$ cat config.mk
export PLATFORM = sky130hd
export DESIGN_NAME = step_scheduler
export DESIGN_NICKNAME = d
export VERILOG_FILES = /design/src/rtl/step_pkg.sv /design/src/rtl/step_scheduler_rate_timer.sv /design/src/rtl/step_scheduler.sv
export SDC_FILE = /design/constraint.sdc
export NUM_CORES = 1
export LEC_CHECK = 0
export CORE_MARGIN = 10
export CORE_UTILIZATION = 56
export DETAILED_ROUTE_END_ITERATION = 12
export DONT_BUFFER_PORTS = 1
export GPL_TIMING_DRIVEN = 0
export PLACE_DENSITY = 0.77
export SETUP_SLACK_MARGIN = 0.1
export SLEW_MARGIN = 30
export SYNTH_ARGS = -nofsm -noshare
export SYNTH_HDL_FRONTEND = slang
export SYNTH_SLANG_ARGS = --single-unit
$ cat constraint.sdc
create_clock -name clk -period 3.2 [get_ports clk]
set_input_delay 0.48 -clock clk [delete_from_list [all_inputs] [get_ports clk]]
set_output_delay 0.48 -clock clk [all_outputs]
set_load 0.01 [all_outputs]
$ cat src/rtl/step_pkg.sv
// Shared encodings for the step scheduler slice.
// State, grant and direction constants.
package step_pkg;

  typedef enum logic {
    ST_IDLE = 1'b0,
    ST_RUN  = 1'b1
  } state_t;

  typedef enum logic {
    GR_MAN  = 1'b0,
    GR_AUTO = 1'b1
  } grant_t;

  localparam logic DIR_UP = 1'b1;
  localparam logic DIR_DN = 1'b0;

endpackage

$ cat src/rtl/step_scheduler_rate_timer.sv
// Free-running rate timer for auto steps.
// Pulses tick at terminal count, held at 0 when disabled.
module rate_timer #(
  parameter int TICK_DIV = 100_000_000,
  parameter int TW       = 27
) (
  input  logic clk,
  input  logic reset,
  input  logic en,
  output logic tick
);

  localparam logic [TW-1:0] LAST = TW'(TICK_DIV - 1);

  logic [TW-1:0] cnt;

  assign tick = en && (cnt == LAST);

  always_ff @(posedge clk) begin
    if (!reset) begin
      cnt <= '0;
    end else if (!en || tick) begin
      cnt <= '0;
    end else begin
      cnt <= cnt + TW'(1);
    end
  end

endmodule

$ cat src/rtl/step_scheduler.sv
// Merges manual and auto step requests into one
// rate-limited step pulse stream for the counter.
module step_scheduler
  import step_pkg::*;
#(
  parameter int TICK_DIV = 100_000_000,
  parameter int TW       = 27
) (
  input  logic clk,
  input  logic reset,
  input  logic man_p,
  input  logic man_dir,
  input  logic run_p,
  input  logic auto_dir,
  output logic inc_p,
  output logic UHDL,
  output logic running,
  output logic dropped
);

  state_t state;
  grant_t last_grant;
  grant_t sel;
  logic   cool;
  logic   man_v;
  logic   man_d;
  logic   auto_v;
  logic   auto_d;
  logic   tick;
  logic   gnt;
  logic   man_clr;
  logic   auto_clr;

  rate_timer #(
    .TICK_DIV(TICK_DIV),
    .TW      (TW)
  ) u_timer (
    .clk  (clk),
    .reset(reset),
    .en   (state == ST_RUN),
    .tick (tick)
  );

  assign running = (state == ST_RUN);
  assign gnt     = !cool && (man_v || auto_v);

  // Round-robin only matters when both slots compete.
  always_comb begin
    sel = last_grant;
    unique case (1'b1)
      man_v && auto_v:
        sel = (last_grant == GR_MAN) ? GR_AUTO : GR_MAN;
      man_v && !auto_v:
        sel = GR_MAN;
      auto_v && !man_v:
        sel = GR_AUTO;
      default:
        sel = last_grant;
    endcase
  end

  assign man_clr  = gnt && (sel == GR_MAN);
  assign auto_clr = gnt && (sel == GR_AUTO);

  always_ff @(posedge clk) begin
    if (!reset) begin
      state      <= ST_IDLE;
      last_grant <= GR_AUTO;
      cool       <= 1'b0;
      man_v      <= 1'b0;
      man_d      <= DIR_DN;
      auto_v     <= 1'b0;
      auto_d     <= DIR_DN;
      inc_p      <= 1'b0;
      UHDL       <= DIR_DN;
      dropped    <= 1'b0;
    end else begin
      if (run_p) begin
        state <= (state == ST_RUN) ? ST_IDLE : ST_RUN;
      end

      inc_p <= gnt;
      cool  <= gnt;
      if (gnt) begin
        UHDL       <= (sel == GR_AUTO) ? auto_d : man_d;
        last_grant <= sel;
      end

      // A slot being granted this cycle may be refilled.
      if (man_p) begin
        if (man_v && !man_clr) begin
          dropped <= 1'b1;
        end else begin
          man_v <= 1'b1;
          man_d <= man_dir;
        end
      end else if (man_clr) begin
        man_v <= 1'b0;
      end

      if (tick) begin
        if (auto_v && !auto_clr) begin
          dropped <= 1'b1;
        end else begin
          auto_v <= 1'b1;
          auto_d <= auto_dir;
        end
      end else if (auto_clr) begin
        auto_v <= 1'b0;
      end
    end
  end

endmodule

==> results_dict.tcl, run 1 <==
set metrics [dict create \
    status "finished, final reports clean" \
    syn_area_um2 1710 \
    grt_overflow_total 0 \
    powerDensity_nw_per_um2 417 \
    drive_gt1_frac 0.168 \
    grt_pass1_vias 1229 \
    ir_drop_uv 321 \
    cts_buffers 5 \
    num_vias 1363 \
    r2r_end "u_timer.cnt[3]" \
    fin_util 0.640 \
    ys_seq_elements 36 \
    cts_root_buf "clkbuf_4" \
    crit_arrival_ns 2.22 \
    fp.dieArea_um2 5660 \
    initial_core_util 0.603 \
    die_h_um 75.2 \
    yosysWarnings 0 \
    finalSetupTns_ns 0 \
    worstPathCellList "ha_1, and3_1, buf_6, nand2_1, o311ai_4, buf_6, nor2_2" \
    r2r_cells 7 \
    finalHoldViolCount 0 \
    synth_area_leaders "dfxtp_1 42%, a21oi_1 5.0%, xor2_1 4.6%" \
    required_ns 3.43 \
    tritoncts "yes" \
    num_antenna_cells 0 \
    synth_edf_count 0 \
    worst-setup-path-type "flip-flop to flip-flop" \
    area_growth_pct 6.09 \
    syn-num-nets 190 \
    dr.pass1.iters 4 \
    min-delay-start "reset" \
    synth.distinct_cells 36 \
    synth.top_cells.by_count "36 x dfxtp_1, 17 x a21oi_1, 12 x o21ai_0" \
    grt_max_degree 11 \
    finalPower_uw 755 \
    reg2reg_slack_ns 1.22 \
    hold_depth 1 \
    die_w_um 75.2 \
    rows 19 \
    cts-hold-fix-buffers 0 \
    htreeDepth 2 \
    finalWeightedCongestion 0.741 \
    worst_pin_slew_ns 0.514 \
    slew_headroom 0.656 \
    synth_largest_area_cell "dfxtp_1" \
    antenna_found_initial 0 \
    startpoint_type "flip-flop" \
    wire_per_inst_um 14.3 \
    period_share 0.620 \
    cts_buffer_depth 2 \
    grt_usage 0.125 \
    clkSinkCount 36 \
    worst-path-buf-inv 2 \
    io_buffers 0 \
    syn_avg_cell_area_um2 9.33 \
    cts_setup_buffers 0 \
    critPathMaxFanout 10 \
    cap_violations 0 \
    crit_top_cell "buf_6" \
    ioPinCount 10 \
    min_to "last_grant" \
    finalSetupViolations 0 \
    netlist_instances 183 \
    drt_iter0_drc 78 \
    slowest_stage "o311ai_4" \
    yosysTopAreaCellShare 0.422 \
    r2r_start "u_timer.cnt[0]" \
    totalWireLength_mm 3.17 \
    route.detailed.drc 0 \
    rsz0062_at_grt "false" \
    leakage_nw 0.589 \
    layout.nets 197 \
    clk_pin_slew_ns 0.10 \
    max_freq_ghz 0.504 \
    cp_top_family "compound AO/OA/AOI/OAI gates" \
    ant_nets 0 \
    synth_flop_cell "dfxtp_1" \
    cp-end-kind "flip-flop" \
    hpwl_mm 2.33 \
    cp_slowest_stage_delay_ns 0.52 \
    maxSlewViolCount 0 \
    period_needed_ns 1.98 \
    min_path_type "input pin to flip-flop" \
    finClkSkew_ns 0.00659 \
    grt_pass1_wl_mm 5.49 \
    core_um2 2830 \
    synth-seq-area-share 0.422 \
    yosysMostFrequentCell "dfxtp_1" \
    async_flop_share 0 \
    cts_resized 0 \
    via_per_inst 6.17 \
    insertion_delay_ns 0.33 \
]
-- sequential cells by signal, indices dropped and copies added (netlist names) --
name	flops
auto_d	1
man_d	1
dropped	1
u_timer.cnt	27
cool	1
auto_v	1
UHDL	1
running	1
last_grant	1
man_v	1
-- how the worst max path moves through the flow --
stage	startpoint	endpoint	slack [ns]	cells past startpoint
after floorplan	u_timer.cnt[0]	u_timer.cnt[13]	1.46	7
after global placement	u_timer.cnt[0]	u_timer.cnt[13]	1.26	7
after detailed placement	u_timer.cnt[0]	u_timer.cnt[6]	1.23	7
after CTS	u_timer.cnt[0]	u_timer.cnt[3]	1.20	7
after global routing	u_timer.cnt[0]	u_timer.cnt[26]	1.06	7
final	u_timer.cnt[0]	u_timer.cnt[3]	1.22	7
-- stage by stage --
step | setup WS [ns] | std cells | hold slack [ns] | cell area, um2
3_3_place_gp | 1.26 | 214 | 0.456 | 1750
2_1_floorplan | 1.46 | 183 | 0.443 | 1710
4_1_cts | 1.20 | 221 | 0.198 | 1810
6_report | 1.22 | 221 | 0.209 | 1810
3_5_place_dp | 1.23 | 214 | 0.474 | 1750
5_1_grt | 1.06 | 221 | 0.193 | 1810
-- report_power, final --
part           leakage (nW)  internal (mW)  switching, mW
logic                 0.260         0.0116         0.0158
clock network        0.0374          0.125          0.140
registers             0.291          0.454        0.00890
total                 0.589          0.590          0.165
-- cells by family (layout without fill, tap and decap cells) --
kind of cell	Yosys count	count (layout)	share of synthesized area
buffers and inverters	10	17	0.0403
XOR/XNOR	13	13	0.0667
AO/OA/AOI/OAI	40	40	0.144
adder cells (fa/ha/maj)	1	1	0.00733
AND/OR/NAND/NOR	82	82	0.314
flip-flops	36	36	0.422
multiplexers	1	1	0.00587
-- routing by layer --
metal	global-route usage	up-vias	wire length, um
met5	0	-	0
met4	0.0557	0	48
met3	0.0434	6	131
met2	0.213	27	1520
met1	0.137	632	1470
li1	-	698	-
-- layout by cell type (no fill, tap or decap), types with 2 or more instances in the layout --
master    netlist  layout
nor2b_1         2       2
o31ai_1         6       6
o21a_1          2       2
nand2_1         8       8
and4_2          2       2
nor2_2         10      10
clkbuf_4        0       5
and2_1          3       3
and3_1          2       2
nand4_1        10      10
o21ai_0        12      12
or4_1           5       5
clkbuf_8        0       2
a21oi_1        17      17
xnor2_1         4       4
inv_1           5       5
or3_1           8       8
nand3_1         9       9
xor2_1          9       9
dfxtp_1        36      36
buf_6           4       4
nor2_1         11      11
and4_4          2       2
and4_1          2       2
-- area by class of cell --
| cell class | count | area [um2] |
|---|---|---|
| Multi-Input combinational cell | 137 | 917 |
| Inverter | 5 | 18.8 |
| Tap cell | 31 | 38.8 |
| Buffer | 5 | 50.0 |
| Fill cell | 234 | 1020 |
| Sequential cell | 36 | 721 |
| Clock buffer | 7 | 65.1 |
Note: power is estimated with default switching activity, not from simulation.
==> inputs of run 2 (changes only) <==
clock period = 2 ns   (was 3.2 ns; I/O delays follow)
==> run 2 against run 1 <==
Effect of this change:
- register-to-register slack lost 0.95 ns
- largest cell class unchanged
- routed wire length rose by 1.2%
- sequential power up 60%
- clock-buffer cell count did not move
- global-route usage grew 0.054 points
- highest routed layer unchanged
==> results_dict.tcl, run 2 (synthesis results as in run 1) <==
set metrics [dict create \
    largest_reg_flops 27 \
    pre_cts_slack_ns 0.0269 \
    crit_top_cell "buf_6" \
    startpoint_type "flip-flop" \
    grt_pass1_vias 1243 \
    max_freq_ghz 0.577 \
    crit_arrival_ns 1.96 \
    grt_overflow_total 0 \
    num_antenna_cells 0 \
    status "finished, final reports clean" \
    whs_ns 0.0307 \
    core_um2 2830 \
    grt_pass1_wl_mm 5.51 \
    worst_pin_slew_ns 0.345 \
    insertion_delay_ns 0.33 \
    layout_setup_ws_ns 0.268 \
    drive_gt1_frac 0.182 \
    period_share 0.866 \
    leakage_nw 0.598 \
    worst-setup-path-type "flip-flop to flip-flop" \
    fp.dieArea_um2 5660 \
    layout.nets 199 \
    finClkSkew_ns 0.00689 \
    fillers 232 \
    totalWireLength_mm 3.21 \
    multiInputGateArea_um2 917 \
    critPathMaxFanout 10 \
    period_needed_ns 1.73 \
    initial_core_util 0.603 \
    area_growth_pct 7.04 \
    cp-startpoint "u_timer.cnt[0]" \
    cp-end-kind "flip-flop" \
    die_h_um 75.2 \
    slew_headroom 0.769 \
    rows 19 \
    finalWeightedCongestion 0.741 \
    required_ns 2.23 \
    tritoncts "yes" \
    maxSlewViolCount 0 \
    io_buffers 0 \
    ant_nets 0 \
    clkSinkCount 36 \
    rsz0062_at_grt "false" \
    finalSetupViolations 0 \
    regMostFlops "u_timer.cnt" \
    mostFrequentLayoutCells "35 x dfxtp_1, 17 x a21oi_1, 12 x o21ai_0, 11 x nor2_1" \
    cts_buffer_depth 2 \
    drt_iter0_drc 71 \
    r2r_end "u_timer.cnt[3]" \
    route.detailed.drc 0 \
    cts_root_buf "clkbuf_4" \
    ir_drop_uv 514 \
    via_per_inst 6.17 \
    r2r_cells 7 \
    finalSetupTns_ns 0 \
    ioPinCount 10 \
    slowest_stage "dfxtp_2" \
    crit_path_end "u_timer.cnt[3]" \
    dr.pass1.iters 4 \
    grt_usage 0.125 \
    powerDensity_nw_per_um2 664 \
    cp_slowest_stage_delay_ns 0.38 \
    min_path_type "input pin to flip-flop" \
    regArea_um2 722 \
    clk_pin_slew_ns 0.10 \
    num_vias 1377 \
    hpwl_mm 2.33 \
    grt_max_degree 11 \
    htreeDepth 2 \
    cap_violations 0 \
    cts_buffers 5 \
    wire_per_inst_um 14.4 \
    finalHoldViolCount 0 \
    worstPathCellList "ha_1, and3_1, buf_6, nand2_1, o311ai_4, buf_6, nor2_2" \
    cts-hold-fix-buffers 0 \
    r2r_start "u_timer.cnt[0]" \
    reg2reg_slack_ns 0.27 \
    layout_commonest_cell "dfxtp_1" \
    antenna_found_initial 0 \
    die_w_um 75.2 \
]
-- run 2: routing by layer --
layer	up-vias	wire length, um	GRT usage
met1	643	1470	0.138
met3	4	141	0.0434
li1	699	-	-
met4	0	39	0.0557
met2	31	1560	0.214
met5	-	0	0
-- run 2: metrics by stage --
stage                     cell area (um2)  cells  total power, mW  utilization
after global routing                 1830    223             1.27        0.646
after detailed placement             1750    214            0.802        0.617
after CTS                            1830    223             1.23        0.645
final                                1830    223             1.21        0.646
after floorplan                      1710    183            0.792            -
after global placement               1750    214            0.800        0.617
-- run 2: what timing repair did --
action,CTS,global route
buffers inserted,2,0
endpoints found under the setup margin,20,14
pin swaps,1,0
gates resized for setup,0,1
-- run 2: power breakdown --
group          total, mW  switching, mW  internal (mW)  leakage [nW]
clock network      0.423          0.224          0.199        0.0374
registers          0.741         0.0143          0.727         0.292
logic             0.0475         0.0261         0.0215         0.269
-- run 2: area by class of cell --
cell class / count / area share
Timing Repair Buffer: 2 / 0.00822
Tap cell: 31 / 0.0212
Sequential cell: 36 / 0.395
Inverter: 5 / 0.0103
Buffer: 5 / 0.0274
Multi-Input combinational cell: 137 / 0.502
Clock buffer: 7 / 0.0356
-- run 2: worst min-delay path by stage --
stage / depth (start not counted) / end / from / slack, ns
finish: 1 / last_grant / reset / 0.03
global placement: 1 / last_grant / reset / 0.37
detailed placement: 1 / last_grant / reset / 0.38
CTS: 1 / last_grant / reset / 0.02
global route: 1 / last_grant / reset / 0.01
floorplan: 1 / last_grant / reset / 0.36
-- run 2: critical path, delay by kind of cell (launching register included) --
family	cells	cell delay, ns
flip-flops	1	0.38
AND/OR/NAND/NOR	3	0.36
buffers and inverters	2	0.36
AO/OA/AOI/OAI	1	0.34
adder cells (fa/ha/maj)	1	0.19
==> inputs of run 3 (changes only) <==
GPL_TIMING_DRIVEN = default   (was 0)
==> run 3 against run 2 <==
Effect of this change:
- fmax fell by 1.6%
- largest cell class unchanged
- first-iteration DRC count fell by 1.4%
- register-to-register slack got worse by 0.03 ns
- hold slack worse by 0.011 ns
- non-clock buffer count down 3
- critical path depth is 2 lower
- utilization decreased by 0.57 points
- routed wire length rose by 4.2%
- clock power is 2% higher
- final area fell by 0.89%
- worst setup slack got worse by 0.028 ns
==> results_dict.tcl, run 3 (synthesis results as in run 1) <==
set metrics [dict create \
    cap_violations 0 \
    area_growth_pct 6.09 \
    place_inst 211 \
    leakage_nw 0.583 \
    grt_overflow_total 0 \
    core_um2 2830 \
    rows 19 \
    regMostFlops "u_timer.cnt" \
    totalWireLength_mm 3.34 \
    reg2reg_slack_ns 0.24 \
    ioPinCount 10 \
    finalHoldViolCount 0 \
    critPathMaxFanout 8 \
    crit_path_end "auto_d" \
    cts_buffer_depth 2 \
    rsz0062_at_grt "false" \
    worst-path-stages 5 \
    period_needed_ns 1.76 \
    grt_pass1_wl_mm 5.87 \
    num_vias 1344 \
    required_ns 2.28 \
    status "finished, final reports clean" \
    fp.dieArea_um2 5660 \
    insertion_delay_ns 0.34 \
    fillers 240 \
    grt_usage 0.134 \
    finClkSkew_ns 0.00657 \
    drt_iter0_drc 70 \
    drive_gt1_frac 0.180 \
    slew_headroom 0.786 \
    cp-end-kind "flip-flop" \
    layout.nets 196 \
    slowest_stage "or4b_1" \
    cp-startpoint "u_timer.cnt[1]" \
    die_w_um 75.2 \
    max_freq_ghz 0.568 \
    ant_nets 0 \
    powerDensity_nw_per_um2 672 \
    num_antenna_cells 0 \
    worst-setup-path-type "flip-flop to flip-flop" \
    cp_slowest_stage_delay_ns 0.51 \
    min-delay-start "reset" \
    layout_commonest_cell "dfxtp_1" \
    worst_pin_slew_ns 0.321 \
    io_buffers 0 \
    worstPathCellList "ha_1, and3_2, nand4_1, or4b_1, a21oi_1" \
    ir_drop_uv 531 \
    worst-path-buf-inv 0 \
    initial_core_util 0.603 \
    mostFrequentLayoutCells "35 x dfxtp_1, 17 x a21oi_1, 12 x o21ai_0, 11 x nor2_1" \
    r2r_start "u_timer.cnt[1]" \
    clk_pin_slew_ns 0.10 \
    r2r_end "auto_d" \
    clkSinkCount 36 \
    hpwl_mm 2.43 \
    grt_max_degree 28 \
    min_path_type "input pin to flip-flop" \
    dr.pass1.iters 4 \
    maxSlewViolCount 0 \
    r2r_cells 5 \
    route.detailed.drc 0 \
    finalWeightedCongestion 0.732 \
    cp_top_family "simple AND/OR/NAND/NOR gates" \
    wire_per_inst_um 15.2 \
    grt_pass1_vias 1308 \
    via_per_inst 6.11 \
    finalSetupViolations 0 \
    tritoncts "yes" \
    crit_arrival_ns 2.04 \
    final_cells 220 \
    antenna_found_initial 0 \
    cts_root_buf "clkbuf_4" \
    largest_reg_flops 27 \
    cts_buffers 5 \
    finalSetupTns_ns 0 \
    htreeDepth 2 \
    period_share 0.880 \
    startpoint_type "flip-flop" \
    die_h_um 75.2 \
]
-- run 3: cell count changes in the layout (fill, tap and decap cells not counted) --
cell,before,now
buf_12,0,1
buf_6,4,0
buf_4,2,3
nand3_2,0,1
and3_2,0,1
buf_2,1,0
and3_1,2,1
nand3_1,9,8
-- run 3: what timing repair did --
action	CTS	global route
buffers inserted	0	2
hold buffers	0	0
setup endpoints to repair	0	29
resized for setup	0	3
-- run 3: metrics by stage --
stage / setup WS, ns / power, mW / cell area, um2 / util / hold WS, ns
after CTS: 0.129 / 1.22 / 1790 / 0.632 / 0.0196
after detailed placement: 0.176 / 0.802 / 1720 / 0.609 / 0.375
after global placement: 0.253 / 0.800 / 1720 / 0.609 / 0.366
after global routing: 0.119 / 1.27 / 1810 / 0.640 / 0.000830
final: 0.240 / 1.22 / 1810 / 0.640 / 0.0198
after floorplan: 0.264 / 0.792 / 1710 / - / 0.362
-- run 3: power by group --
group | internal (mW) | switching [mW]
Sequential | 0.727 | 0.0145
Combinational | 0.0187 | 0.0249
Clock | 0.199 | 0.231
-- run 3: per-layer routing --
layer / routed length, um / track usage
met1: 1450 / 0.149
met2: 1720 / 0.226
met3: 134 / 0.0552
met4: 40 / 0.0515
met5: 0 / 0
-- run 3: layout make-up --
| cell class | count | area [um2] | area share |
|---|---|---|---|
| inverter | 5 | 18.8 | 0.0104 |
| timing repair buffer | 4 | 42.5 | 0.0235 |
| clock buffer | 7 | 65.1 | 0.0359 |
| multi-input combinational | 137 | 923 | 0.510 |
| tap | 31 | 38.8 | 0.0214 |
| sequential | 36 | 722 | 0.399 |
-- run 3: worst min-delay path by stage --
stage	cells after the start	end
detailed placement	1	last_grant
floorplan	1	last_grant
CTS	1	last_grant
global route	1	last_grant
global placement	1	last_grant
finish	1	last_grant
==> RTL change 1: new RTL, flow settings as in run 3 <==
`TW` is set to 27 in 2 places; all go to 54.
--- a/src/rtl/step_scheduler_rate_timer.sv
+++ b/src/rtl/step_scheduler_rate_timer.sv
@@ -2,7 +2,7 @@
 // Pulses tick at terminal count, held at 0 when disabled.
 module rate_timer #(
   parameter int TICK_DIV = 100_000_000,
-  parameter int TW       = 27
+  parameter int TW       = 54
 ) (
   input  logic clk,
   input  logic reset,
--- a/src/rtl/step_scheduler.sv
+++ b/src/rtl/step_scheduler.sv
@@ -4,7 +4,7 @@
   import step_pkg::*;
 #(
   parameter int TICK_DIV = 100_000_000,
-  parameter int TW       = 27
+  parameter int TW       = 54
 ) (
   input  logic clk,
   input  logic reset,
Function: same outputs for any inputs over 10 cycles, from zero or initial values and one cycle with reset low; that may be too few to reach the edited logic, so the function may still have changed.
==> RTL change 1 against run 3 <==
The run now ends with setup timing left; sequential cell count up 27; power up 110%; die area up 57%; area after synthesis up 80%; sequential share of layout area down 6.6 points; worst setup slack worse by 0.29 ns; final area up 110%; routed wire length up 130%; critical path depth unchanged; non-clock buffer count up 32; sequential power up 71%; clock power rose to 2.8 times the old value; utilization up 9.6 points; critical path type unchanged; highest routed layer unchanged.
==> RTL change 1: results (changes against run 3) <==
.. list-table::
   :header-rows: 1

   * - Metric
     - Value
   * - Number of storage elements in the synthesis netlist
     - 63 (was 36)
   * - Multi-input gates
     - 254 (was 137)
   * - Non-CTS inverters
     - 8 (was 5)
   * - Clock slew at reported path FFs
     - 0.07 ns (was 0.10 ns)
   * - Number of nets in the layout
     - 379 (was 196)
   * - Dominant cells by area after synthesis
     - sky130_fd_sc_hd__dfxtp_1, sky130_fd_sc_hd__xnor2_1, sky130_fd_sc_hd__nor2_1 (was sky130_fd_sc_hd__dfxtp_1, sky130_fd_sc_hd__a21oi_1, sky130_fd_sc_hd__xor2_1)
   * - Drt initial violations
     - 139 (was 70)
   * - Global Route Usage Sum
     - 16.54% (was 13.43%)
   * - Global-route wire length before repair
     - 11930 µm (was 5871 µm)
   * - Total negative setup slack
     - -0.04853 ns (was 0 ns)
   * - Number of flip-flops in the largest register
     - 54 (was 27)
   * - Final worst-path setup slack
     - -0.04739 ns (was 0.2402 ns)
   * - Multi-input logic portion of the cell area
     - 48.74% (was 51.00%)
   * - Setup Viol. Count Final
     - 2 (was 0)
   * - Clock Network Area Fraction
     - 5.554% (was 3.594%)
   * - Largest net degree at the start of global routing
     - 26 (was 28)
   * - Fraction of the yosys area taken by sequential cells
     - 40.94% (was 42.23%)
   * - Routed wire length
     - 7748 µm (was 3339 µm)
   * - Violations in the final reports
     - setup timing
   * - Clock skew after layout
     - 0.005850 ns (was 0.006574 ns)
   * - Synth Area in Compound Gates
     - 2.315% (was 14.37%)
   * - Overall via count from detail_route
     - 2603 (was 1344)
   * - Relative area of non-clock buffer cells in the final design
     - 9.311% (was 2.350%)
   * - Vias in the first global route
     - 2546 (was 1308)
   * - Filler Cells Inserted
     - 372 (was 240)
   * - Outcome
     - finished, violations left (was completed)
   * - Net Sw Frac
     - 21.84% (was 22.27%)
   * - Syn nets
     - 345 (was 190)
   * - Die width
     - 94.17 µm (was 75.21 µm)
   * - Non-CTS buffers
     - 36 (was 4)
   * - CP max stage delay
     - 0.53 ns (was 0.51 ns)
   * - Static Leak
     - 1.362 nW (was 0.5828 nW)
   * - Number of distinct library cell variants in the gate-level netlist after synthesis
     - 37 (was 36)
   * - Transition at the pin with the smallest max-transition slack
     - 0.4892 ns (was 0.3213 ns)
   * - Number of levels the H-tree was split into
     - 3 (was 2)
[RTL change 1: changes by cell type after synthesis, sizes merged, moves of 8 or more]
cell,delta
nor4,+28
dfxtp,+27
nand3,+12
nor2,+38
xor2,+9
xnor2,+31
o21ai,-10
a21oi,-14
or3,-8
[RTL change 1: path summary, 6_finish.rpt]
path                               from                   endpoint  slack [ns]  cells past startpoint
max          u_timer.cnt[29]$_SDFF_PP0_        auto_d$_SDFFE_PN0P_       -0.05                      5
min                               reset    last_grant$_SDFFE_PN1N_        0.02                      1
max reg2reg  u_timer.cnt[29]$_SDFF_PP0_        auto_d$_SDFFE_PN0P_       -0.05                      5
min reg2reg   u_timer.cnt[0]$_SDFF_PP0_  u_timer.cnt[0]$_SDFF_PP0_        0.44                      1
[RTL change 1: critical path: cells and delay by family, from the launching register on]
family	cells	cell delay, ns
simple gates	4	1.49
flops	1	0.35
compound gates	1	0.13
[RTL change 1: metrics by stage]
stage	instances	hold WS, ns	utilization (%)	power [W]	worst slack [ns]
CTS	443	0.007994	71.08	0.002566	0.04629
detailed placement	422	0.3682	63.68	0.001363	-0.001326
floorplan	338	0.4238	-	0.001345	0.1250
global route	447	0.01305	73.58	0.002642	-0.1517
finish	447	0.01627	73.58	0.002572	-0.04739
global placement	422	0.3635	63.68	0.001361	-0.04214
[RTL change 1: routing by layer]
layer | wire length, µm | global-route usage [%] | up-vias
met5 | 0 | 0 | -
met4 | 144 | 5.696 | 0
met3 | 376 | 5.276 | 15
met2 | 3950 | 27.46 | 52
met1 | 3277 | 19.51 | 1281
li1 | - | - | 1255
[RTL change 1: what timing repair did]
item | 4_1_cts | 5_1_grt
resized for setup | 22 | 18
cloned | 2 | 3
pin swaps | 13 | 3
endpoints found under the setup margin | 55 | 57
setup buffers | 3 | 1
==> RTL change 2: new RTL, config.mk and constraints of run 3 <==
Made on the original files. Make the reset (`reset`) asynchronous in 2 clocked blocks.
--- a/src/rtl/step_scheduler_rate_timer.sv
+++ b/src/rtl/step_scheduler_rate_timer.sv
@@ -16,7 +16,7 @@
 
   assign tick = en && (cnt == LAST);
 
-  always_ff @(posedge clk) begin
+  always_ff @(posedge clk or negedge reset) begin
     if (!reset) begin
       cnt <= '0;
     end else if (!en || tick) begin
--- a/src/rtl/step_scheduler.sv
+++ b/src/rtl/step_scheduler.sv
@@ -62,7 +62,7 @@
   assign man_clr  = gnt && (sel == GR_MAN);
   assign auto_clr = gnt && (sel == GR_AUTO);
 
-  always_ff @(posedge clk) begin
+  always_ff @(posedge clk or negedge reset) begin
     if (!reset) begin
       state      <= ST_IDLE;
       last_grant <= GR_AUTO;
Function: differs if reset is asserted again (counterexample within 4 cycles, from zero or initial values and one cycle with reset low); with reset held inactive, the same outputs for 10 cycles.
==> RTL change 2 against run 3 <==
Final area is 12% higher; sequential cell count did not move; sequential share of layout area increased by 4.6 points; via count grew 5.2%; area after synthesis rose by 7.7%; non-clock buffer count grew 6; synthesized cell count fell by 2.7%; routed wire length grew 15%; worst setup slack worse by 0.079 ns.
Power is not compared: it rests on default switching activity, and its combinational part moved more than twofold at a synthesized area within 25%.
==> RTL change 2: results (changes against run 3) <==
.. list-table::
   :header-rows: 1

   * - Metric
     - Value
   * - Global-route wire length before repair
     - 6658 µm (was 5871 µm)
   * - Number of nets in the layout
     - 194 (was 196)
   * - Clock slew at reported path FFs
     - 0.12 ns (was 0.10 ns)
   * - Crit path to
     - u_timer.cnt[14]$_DFF_PN0_ (was auto_d$_SDFFE_PN0P_)
   * - Number of distinct library cell variants in the gate-level netlist after synthesis
     - 44 (was 36)
   * - Filler Cells Inserted
     - 262 (was 240)
   * - Dominant cells by area after synthesis
     - sky130_fd_sc_hd__dfrtp_1, sky130_fd_sc_hd__xor2_1, sky130_fd_sc_hd__o31ai_1 (was sky130_fd_sc_hd__dfxtp_1, sky130_fd_sc_hd__a21oi_1, sky130_fd_sc_hd__xor2_1)
   * - # hold bufs at CTS
     - 2 (was 0)
   * - Fraction of the yosys area taken by sequential cells
     - 49.08% (was 42.23%)
   * - Arrival time at the worst endpoint
     - 2.14 ns (was 2.04 ns)
   * - Origin of the worst min-delay path
     - man_p (was reset)
   * - Wire length per cell after detailed routing
     - 16.54 µm (was 15.18 µm)
   * - DR vias/cell
     - 6.095 (was 6.109)
   * - Depth of the worst register-to-register path
     - 6 (was 5)
   * - Transition at the pin with the smallest max-transition slack
     - 0.4197 ns (was 0.3213 ns)
   * - CP max stage delay
     - 0.38 ns (was 0.51 ns)
   * - Clock latency on the worst-skew pair
     - 0.36 ns (was 0.34 ns)
   * - Max stage delay cell, worst path
     - sky130_fd_sc_hd__dfrtp_1 (was sky130_fd_sc_hd__or4b_1)
   * - Global Route Usage Sum
     - 13.64% (was 13.43%)
   * - Detailed placement HPWL
     - 2587 µm (was 2434 µm)
   * - Main flop type after synthesis
     - sky130_fd_sc_hd__dfrtp_1 (was sky130_fd_sc_hd__dfxtp_1)
   * - Outcome
     - completed (unchanged)
   * - Drt initial violations
     - 84 (was 70)
   * - Register-to-register setup slack
     - 0.16 ns (was 0.24 ns)
   * - Clock skew after layout
     - 0.01025 ns (was 0.006574 ns)
   * - Most common library cells after synthesis
     - sky130_fd_sc_hd__dfrtp_1, sky130_fd_sc_hd__nand2_1, sky130_fd_sc_hd__nor2_1, sky130_fd_sc_hd__a21oi_1, sky130_fd_sc_hd__xor2_1 (was sky130_fd_sc_hd__dfxtp_1, sky130_fd_sc_hd__a21oi_1, sky130_fd_sc_hd__o21ai_0, sky130_fd_sc_hd__nor2_1)
==> RTL change 2: metal layers <==
metal	vias to the layer above	track usage, %	share of wire [%]
met2	31	21.99	50
met4	0	5.292	1.3
li1	672	-	-
met1	705	15.58	43
met5	-	0	0
met3	6	5.828	5.5
==> RTL change 2: kinds of logic (layout without fill, tap and decap cells) <==
family | Yosys count | count (layout) | synth area share, %
flip-flops | 36 | 36 | 49.08
AND/OR/NAND/NOR | 75 | 75 | 24.78
multiplexers | 5 | 5 | 2.995
buffers and inverters | 14 | 24 | 4.356
XOR/XNOR | 12 | 12 | 5.718
adder cells (fa/ha/maj) | 1 | 1 | 0.6806
AO/OA/AOI/OAI | 35 | 35 | 12.39
==> RTL change 2: area by class of cell <==
type	count	area (µm²)	area share, %
inverter	6	22.52	1.110
multi-input combinational	128	882.1	43.49
clock inverter	2	10.01	0.4935
sequential	36	902.1	44.48
timing repair buffer	10	105.1	5.182
tap	44	55.05	2.714
clock buffer	6	51.30	2.529
==> RTL change 2: worst reg2reg max path, stage by stage (launching register included) <==
cell and delay [ns]:
sky130_fd_sc_hd__dfrtp_1 0.38, sky130_fd_sc_hd__ha_2 0.21, sky130_fd_sc_hd__and4_4 0.27, sky130_fd_sc_hd__nand4_1 0.25
sky130_fd_sc_hd__buf_4 0.23, sky130_fd_sc_hd__or3_1 0.30, sky130_fd_sc_hd__a21oi_1 0.15
==> RTL change 2: per-stage QoR <==
step / total power, W / cell area [µm²] / cells / worst slack, ns
4_1_cts: 0.001537 / 1962 / 227 / 0.1417
3_3_place_gp: 0.001076 / 1871 / 217 / 0.2444
3_5_place_dp: 0.001098 / 1871 / 217 / 0.1537
6_report: 0.001557 / 2028 / 232 / 0.1613
2_1_floorplan: 0.001005 / 1838 / 178 / 0.2600
5_1_grt: 0.001639 / 2028 / 232 / 0.07488
